===== src/rtl/bcd_to_bin.sv =====
// Sequential 2-digit BCD to 7-bit binary converter (reverse double-dabble).
// Shift right, then subtract 3 from each BCD digit that reaches 8 or more.
module bcd_to_bin (
    input  logic       clk,
    input  logic       rst,
    input  logic       in_init,
    input  logic [3:0] in_UND,
    input  logic [3:0] in_DEC,
    output logic [6:0] out_BIN,
    output logic       out_BUSY,
    output logic       out_DONE,
    output logic       out_ERR
);

    typedef enum logic [2:0] {
        IDLE    = 3'd0,
        SHIFT   = 3'd1,
        CORRECT = 3'd2,
        DONE    = 3'd3,
        ERROR   = 3'd4
    } state_t;

    state_t      state;
    state_t      state_nx;
    logic [14:0] r;
    logic [2:0]  k;
    logic        digits_ok;
    logic [3:0]  dec_c;
    logic [3:0]  und_c;

    assign digits_ok = (in_UND <= 4'd9) && (in_DEC <= 4'd9);

    // Per-digit correction, no borrow between the two nibbles
    always_comb begin
        dec_c = r[14:11];
        und_c = r[10:7];
        if (r[14:11] >= 4'd8) dec_c = r[14:11] - 4'd3;
        if (r[10:7]  >= 4'd8) und_c = r[10:7]  - 4'd3;
    end

    always_ff @(posedge clk or negedge rst) begin
        if (!rst) state <= IDLE;
        else      state <= state_nx;
    end

    always_comb begin
        state_nx = IDLE;
        case (state)
            IDLE: begin
                state_nx = IDLE;
                if (in_init) state_nx = digits_ok ? SHIFT : ERROR;
            end
            SHIFT:   state_nx = CORRECT;
            CORRECT: state_nx = (k == 3'd7) ? DONE : SHIFT;
            DONE:    state_nx = in_init ? DONE : IDLE;
            ERROR:   state_nx = in_init ? ERROR : IDLE;
            default: state_nx = IDLE;
        endcase
    end

    always_comb begin
        out_BUSY = (state == SHIFT) || (state == CORRECT);
        out_DONE = (state == DONE);
        out_ERR  = (state == ERROR);
    end

    always_ff @(posedge clk or negedge rst) begin
        if (!rst) begin
            r       <= '0;
            k       <= '0;
            out_BIN <= '0;
        end else begin
            case (state)
                IDLE: begin
                    if (in_init) begin
                        if (digits_ok) begin
                            r <= {in_DEC, in_UND, 7'd0};
                            k <= '0;
                        end else begin
                            out_BIN <= '0;
                        end
                    end
                end
                SHIFT: begin
                    r <= {1'b0, r[14:1]};
                    k <= k + 3'd1;
                end
                CORRECT: begin
                    r <= {dec_c, und_c, r[6:0]};
                    if (k == 3'd7) out_BIN <= r[6:0];
                end
                default: ;
            endcase
        end
    end

endmodule


===== config.mk =====
export PLATFORM = sky130hd
export DESIGN_NAME = bcd_to_bin
export DESIGN_NICKNAME = d
export VERILOG_FILES = /design/src/rtl/bcd_to_bin.sv
export SDC_FILE = /design/constraint.sdc
export NUM_CORES = 1
export LEC_CHECK = 0
export BUFFER_PORTS_ARGS = -buffer_cell sky130_fd_sc_hd__buf_2
export CORE_ASPECT_RATIO = 1.2
export CORE_MARGIN = 10
export CORE_UTILIZATION = 63
export CTS_BUF_LIST = sky130_fd_sc_hd__clkbuf_8
export DETAILED_ROUTE_END_ITERATION = 8
export PLACE_DENSITY = 0.84
export REMOVE_ABC_BUFFERS = 1
export SETUP_SLACK_MARGIN = 0.2
export SYNTH_ARGS = -nofsm -noshare
export SYNTH_HDL_FRONTEND = slang
export SYNTH_SLANG_ARGS = --single-unit

===== constraint.sdc =====
create_clock -name clk -period 3.6 [get_ports clk]
set_input_delay 0.18 -clock clk [delete_from_list [all_inputs] [get_ports clk]]
set_output_delay 0.18 -clock clk [all_outputs]
set_load 0.01 [all_outputs]

==> flow_summary.ini, run 1 <==
[clocking]
cts_max_path_buffers = 2
cts_hold_buf = 1
cts.htree.levels = 1
numCtsBuffers = 3
clk_latency_ps = 270
cts_tree = built
clk_pin_slew_ps = 100
cts_setup_buffers = 0
clockRootBuffer = clkbuf_8
post_cts_resized = 0
clock-sinks = 28

[worst_hold_path]
hp-start = in_init
hold_path_class = input port to register

[die]
fp-row-count = 19
core-area_mm2 = 0.00231
start_util_pct = 66.4
die_h_um = 74.0
die_x_um = 65.0
dieArea_mm2 = 0.00481
ioPinCount = 21

[worst_setup_path]
crit_path_end_kind = register
path_max_fanout = 16
critPathLaunch = state[2]
cp.arrival_ps = 2250
timing.rr.start = state[2]
start_kind = register
worst-setup-path-type = register to register
crit_required_ps = 3770

[sta]
drv_slew = 0
hold_viol = 0
hold_ws_ps = 213
finClkSkew_ps = 1.77
tns_ps = 0
post-route-min-period_ps = 2090
setup_viol = 0
min_period_over_period_pct = 58.0
grt_setup_unrepaired = false
slew_headroom_pct = 54.4
worstMarginPinSlew_ps = 683
fmax_ghz = 0.479

[layout]
nNetsFinal = 181
areaGrowthSynthToFinish_pct = 11.8
final_cell_mix = dfrtp_1, buf_2, inv_1, nand2_1, a22o_1
fillerInstances = 170
final_cell_area_mm2 = 0.00171
drive_above_1_share_pct = 25.2
n_antenna_cell = 0
utilization_pct = 74.3
layout_commonest_cell = dfrtp_1

[synth]
yosysSeqAreaShare_pct = 45.8
synth_cells = 145
synth_warnings = 0
netlist_area_mm2 = 0.00153
synth.avg_cell_area_um2 = 10.6
synth_cell_types = 43
yosysTopAreaCell = dfrtp_1
synthTopCellsByArea = dfrtp_1, mux2i_1, a22o_1
synth_top_area_share_pct = 45.8
ys_ff_latch = 28

[route]
drt_drc_violations_left = 0
antenna_left = 0
dr.pass1.iters = 4
drt_iter0_drc = 88
drt_wl_total_mm = 3.29
vias = 1185
routed_via_density = 6.11
routedWlPerCell_um = 17.0

[power_and_ir_drop]
p_leak_uw = 0.000813
power_density_mw_per_mm2 = 787
ir_drop_v = 0.000565

[global_routing]
grt_use_total_pct = 14.4
antenna_found_initial = 0
grt_pass1_wl_mm = 5.58
grt-ovfl-total = 0
grt_max_degree = 29
grt_pass1_vias = 1224

[job]
maxCapViolCount = 0

[placed_design]
hpwl_mm = 2.34
io_buffer_count = 20
place.gp.congestion = 0.789
post_dp_cell_area_mm2 = 0.00163

[run_status]
status = finished clean
-- worst paths after layout --
path / to / slack [ps] / cells after the start
worst max-delay path: r[9] / 1510 / 4
worst max register to register: r[9] / 1510 / 4
worst min-delay path: state[2] / 210 / 3
worst min register to register: k[1] / 510 / 1
min in group asynchronous: out_BIN[3] / 450 / 2
max in group asynchronous: r[9] / 2750 / 2
-- state kept, by name, summed over array words and instances (netlist names) --
name,count
k,3
out_BIN,7
r,15
state,3
-- critical path, cell delays in order (launching register included) --
cell and delay, ps:
dfrtp_1 580, nor3b_4 670, nor2_2 150, a221o_1 310
mux2_2 270
-- layout make-up --
type / instances / area (µm²) / share of cell area, %
Clock inverter: 1 / 30.0 / 1.75
Tap cell: 31 / 38.8 / 2.26
Clock buffer: 3 / 41.3 / 2.41
Inverter: 16 / 60.1 / 3.51
Sequential cell: 28 / 701 / 40.9
Timing Repair Buffer: 22 / 118 / 6.87
Multi-Input combinational cell: 93 / 724 / 42.3
-- per-stage QoR --
step | power [µW] | cells | setup slack, ps
after floorplan | 941 | 137 | 1510
after global placement | 1060 | 189 | 1630
after detailed placement | 1090 | 189 | 1550
after CTS | 1350 | 194 | 1530
after global routing | 1430 | 194 | 1400
final | 1350 | 194 | 1510
-- synthesized netlist by cell type --
cell type,instances
dfrtp_1,28
inv_1,15
nand2_1,15
a22o_1,9
mux2i_1,8
mux2_2,7
ha_1,6
a21oi_1,5
buf_2,4
nor2_1,4
a22oi_1,3
nand3_1,3
a221o_1,2
a31oi_1,2
a31oi_2,2
clkbuf_1,2
nand4_1,2
o21ai_0,2
xor2_1,2
a211o_1,1
a211oi_1,1
a211oi_4,1
a2bb2oi_1,1
a31o_2,1
and3_1,1
buf_4,1
buf_6,1
inv_2,1
nor2_2,1
nor2b_1,1
nor3_1,1
nor3b_1,1
nor3b_4,1
nor4_1,1
o21ai_1,1
o21ai_2,1
o221ai_1,1
o22ai_1,1
o2bb2ai_1,1
or3_1,1
or3b_1,1
or3b_2,1
xnor2_1,1
-- per-layer routing --
metal / up-vias / wire, µm / global-route usage, %
met4: 0 / 73 / 5.24
met3: 10 / 143 / 2.55
met2: 40 / 1690 / 26.6
li1: 549 / - / -
met5: - / 0 / 0
met1: 586 / 1380 / 16.2
-- report_power, final --
part,total (µW),switching [µW],internal (µW)
Clock,247,98.0,149
Sequential,555,137,419
Combinational,546,282,264
Total,1350,516,832
-- logic make-up (layout without fill, tap and decap cells) --
group / count (synthesis) / in the layout / share of synthesized area, %
AOI/OAI and AO/OA: 35 / 35 / 18.6
xor gates and xnor gates: 3 / 3 / 1.72
adders and majority gates: 6 / 6 / 4.90
buffers and inverters: 24 / 42 / 6.94
DFF: 28 / 28 / 45.8
muxes: 15 / 15 / 10.4
and+or+nand+nor: 34 / 34 / 11.7
No activity file was read; power rests on OpenSTA's default activity.
==> inputs of run 2 (changes only) <==
CORE_UTILIZATION = 59   (was 63)
PLACE_DENSITY = 0.8   (was 0.84)
clock period = 2.1 ns   (was 3.6 ns; I/O delays follow)
==> run 2 against run 1 <==
- register-to-register slack worse by 1200 ps
- critical endpoint is now r[10]
- core utilization down 5.1 points
- largest power group is now combinational cells
- sequential share of layout area down 0.37 points
- clock skew up 1.4 ps
- largest cell class unchanged
- highest routed layer unchanged
- critical path type unchanged
- first-iteration DRC count down 38%
- worst hold slack worse by 89 ps
- final cell count up 2.1%
- global-route usage down 0.72 points
- design area up 1.1%
- total power up 73%
- count of clock-buffer cells in the layout unchanged
- non-clock buffer count up 2
==> flow_summary.ini, run 2 (synthesis gave the netlist of run 1 again) <==
[sta]
post-route-min-period_ps = 1790
worstMarginPinSlew_ps = 631
slew_headroom_pct = 57.9
fmax_ghz = 0.558
tns_ps = 0
grt_setup_unrepaired = false
min_period_over_period_pct = 85.4
setup_ws_ps = 307
setup_viol = 0
hold_viol = 0
finClkSkew_ps = 3.14
drv_slew = 0
hold_ws_ps = 124

[clocking]
clock-sinks = 28
clk_latency_ps = 270
cts_setup_buffers = 0
cts_max_path_buffers = 2
clockRootBuffer = clkbuf_8
cts.htree.levels = 1
clk_pin_slew_ps = 90
cts_tree = built
numCtsBuffers = 3

[layout]
utilization_pct = 69.2
drive_above_1_share_pct = 26.7
reg_top3 = r (15), out_BIN (7)
largest_reg_flops = 15
n_antenna_cell = 0
layout_commonest_cell = dfrtp_1
top_register = r
areaGrowthSynthToFinish_pct = 13.1
final_cell_mix = dfrtp_1, buf_2, inv_1, nand2_1, a22o_1
nNetsFinal = 183

[placed_design]
hpwl_mm = 2.38
place.gp.congestion = 0.853
io_buffer_count = 20
pre_cts_slack_ps = 271

[die]
die_h_um = 75.8
fp-row-count = 20
dieArea_mm2 = 0.00504
die_x_um = 66.5
core-area_mm2 = 0.00250
ioPinCount = 21
start_util_pct = 61.2

[worst_setup_path]
ff2ff_setup_slack_ps = 310
path_buf_inv = 0
crit_path_end_kind = register
worst-setup-path-type = register to register
worst_path_max_delay_cell = or3b_2
crit_chain = or3b_2 -> nand3_1 -> o221ai_1 -> mux2_2
crit_required_ps = 2270
start_kind = register
cp.arrival_ps = 1960
slowest_delay_ps = 640
path_max_fanout = 10
critPathTopFamily = simple AND/OR/NAND/NOR gates

[power_and_ir_drop]
ir_drop_v = 0.000809
power_density_mw_per_mm2 = 1340
p_leak_uw = 0.000822

[route]
drt_drc_violations_left = 0
antenna_left = 0
routed_via_density = 5.84
drt_wl_total_mm = 3.23
dr.pass1.iters = 4
vias = 1157
wl_met3_um = 155
routedWlPerCell_um = 16.3
drt_iter0_drc = 55
wl_met1_mm = 1.33
dr_wl_met2_mm = 1.70
maxUsedRoutingLayer = met4

[job]
maxCapViolCount = 0

[global_routing]
grt-ovfl-total = 0
grt_pass1_vias = 1220
grt_max_degree = 29
antenna_found_initial = 0
grt_pass1_wl_mm = 5.48
grt_use_total_pct = 13.7

[run_status]
status = finished clean

[worst_hold_path]
hold_path_class = input port to register
[run 2: changes by cell type in the layout (fill, tap and decap cells not counted), sizes merged]
| cell | delta |
|---|---|
| buf | +2 |
[run 2: power by group]
group	internal [µW]	switching (µW)	total (µW)
clock network	255	167	423
registers	720	222	942
logic	471	490	962
[run 2: area by class of cell]
cell class              instances  area, µm²
clock buffers                   3       41.3
fillers                       187        771
inverters                      16       60.1
multi-input cells              93        724
well taps                      33       41.3
repair buffers                 24        133
flip-flops and latches         28        702
clock inverters                 1       30.0
[run 2: timing repair]
action                                  4_1_cts  5_1_grt
hold buffers                                  1        0
hold endpoints to repair                     28        0
endpoints found under the setup margin        0        5
resized for setup                             0        1
[run 2: path summary, 6_finish.rpt]
path / cells after the start / endpoint / startpoint
worst max-delay path: 4 / r[10] / state[2]
worst max register to register: 4 / r[10] / state[2]
worst min-delay path: 3 / state[2] / in_init
max in group asynchronous: 2 / state[1] / rst
worst min register to register: 1 / r[0] / r[0]
min in group asynchronous: 2 / out_BIN[2] / rst
[run 2: layer usage]
metal | up-vias | track usage (%)
li1 | 554 | -
met1 | 572 | 15.6
met2 | 27 | 24.8
met3 | 4 | 2.79
met4 | 0 | 4.20
met5 | - | 0
[run 2: worst register-to-register path, delay by kind of cell, from the launching register on]
family / cells / cell delay [ps]
compound gates: 1 / 110
flops: 1 / 530
mux: 1 / 280
simple gates: 2 / 770
[run 2: metrics by stage]
| step | cell area, µm² | power [µW] | std cells |
|---|---|---|---|
| after floorplan | 1490 | 1610 | 137 |
| after global placement | 1650 | 1850 | 193 |
| after detailed placement | 1650 | 1900 | 193 |
| after CTS | 1730 | 2340 | 198 |
| after global routing | 1730 | 2480 | 198 |
| final | 1730 | 2330 | 198 |
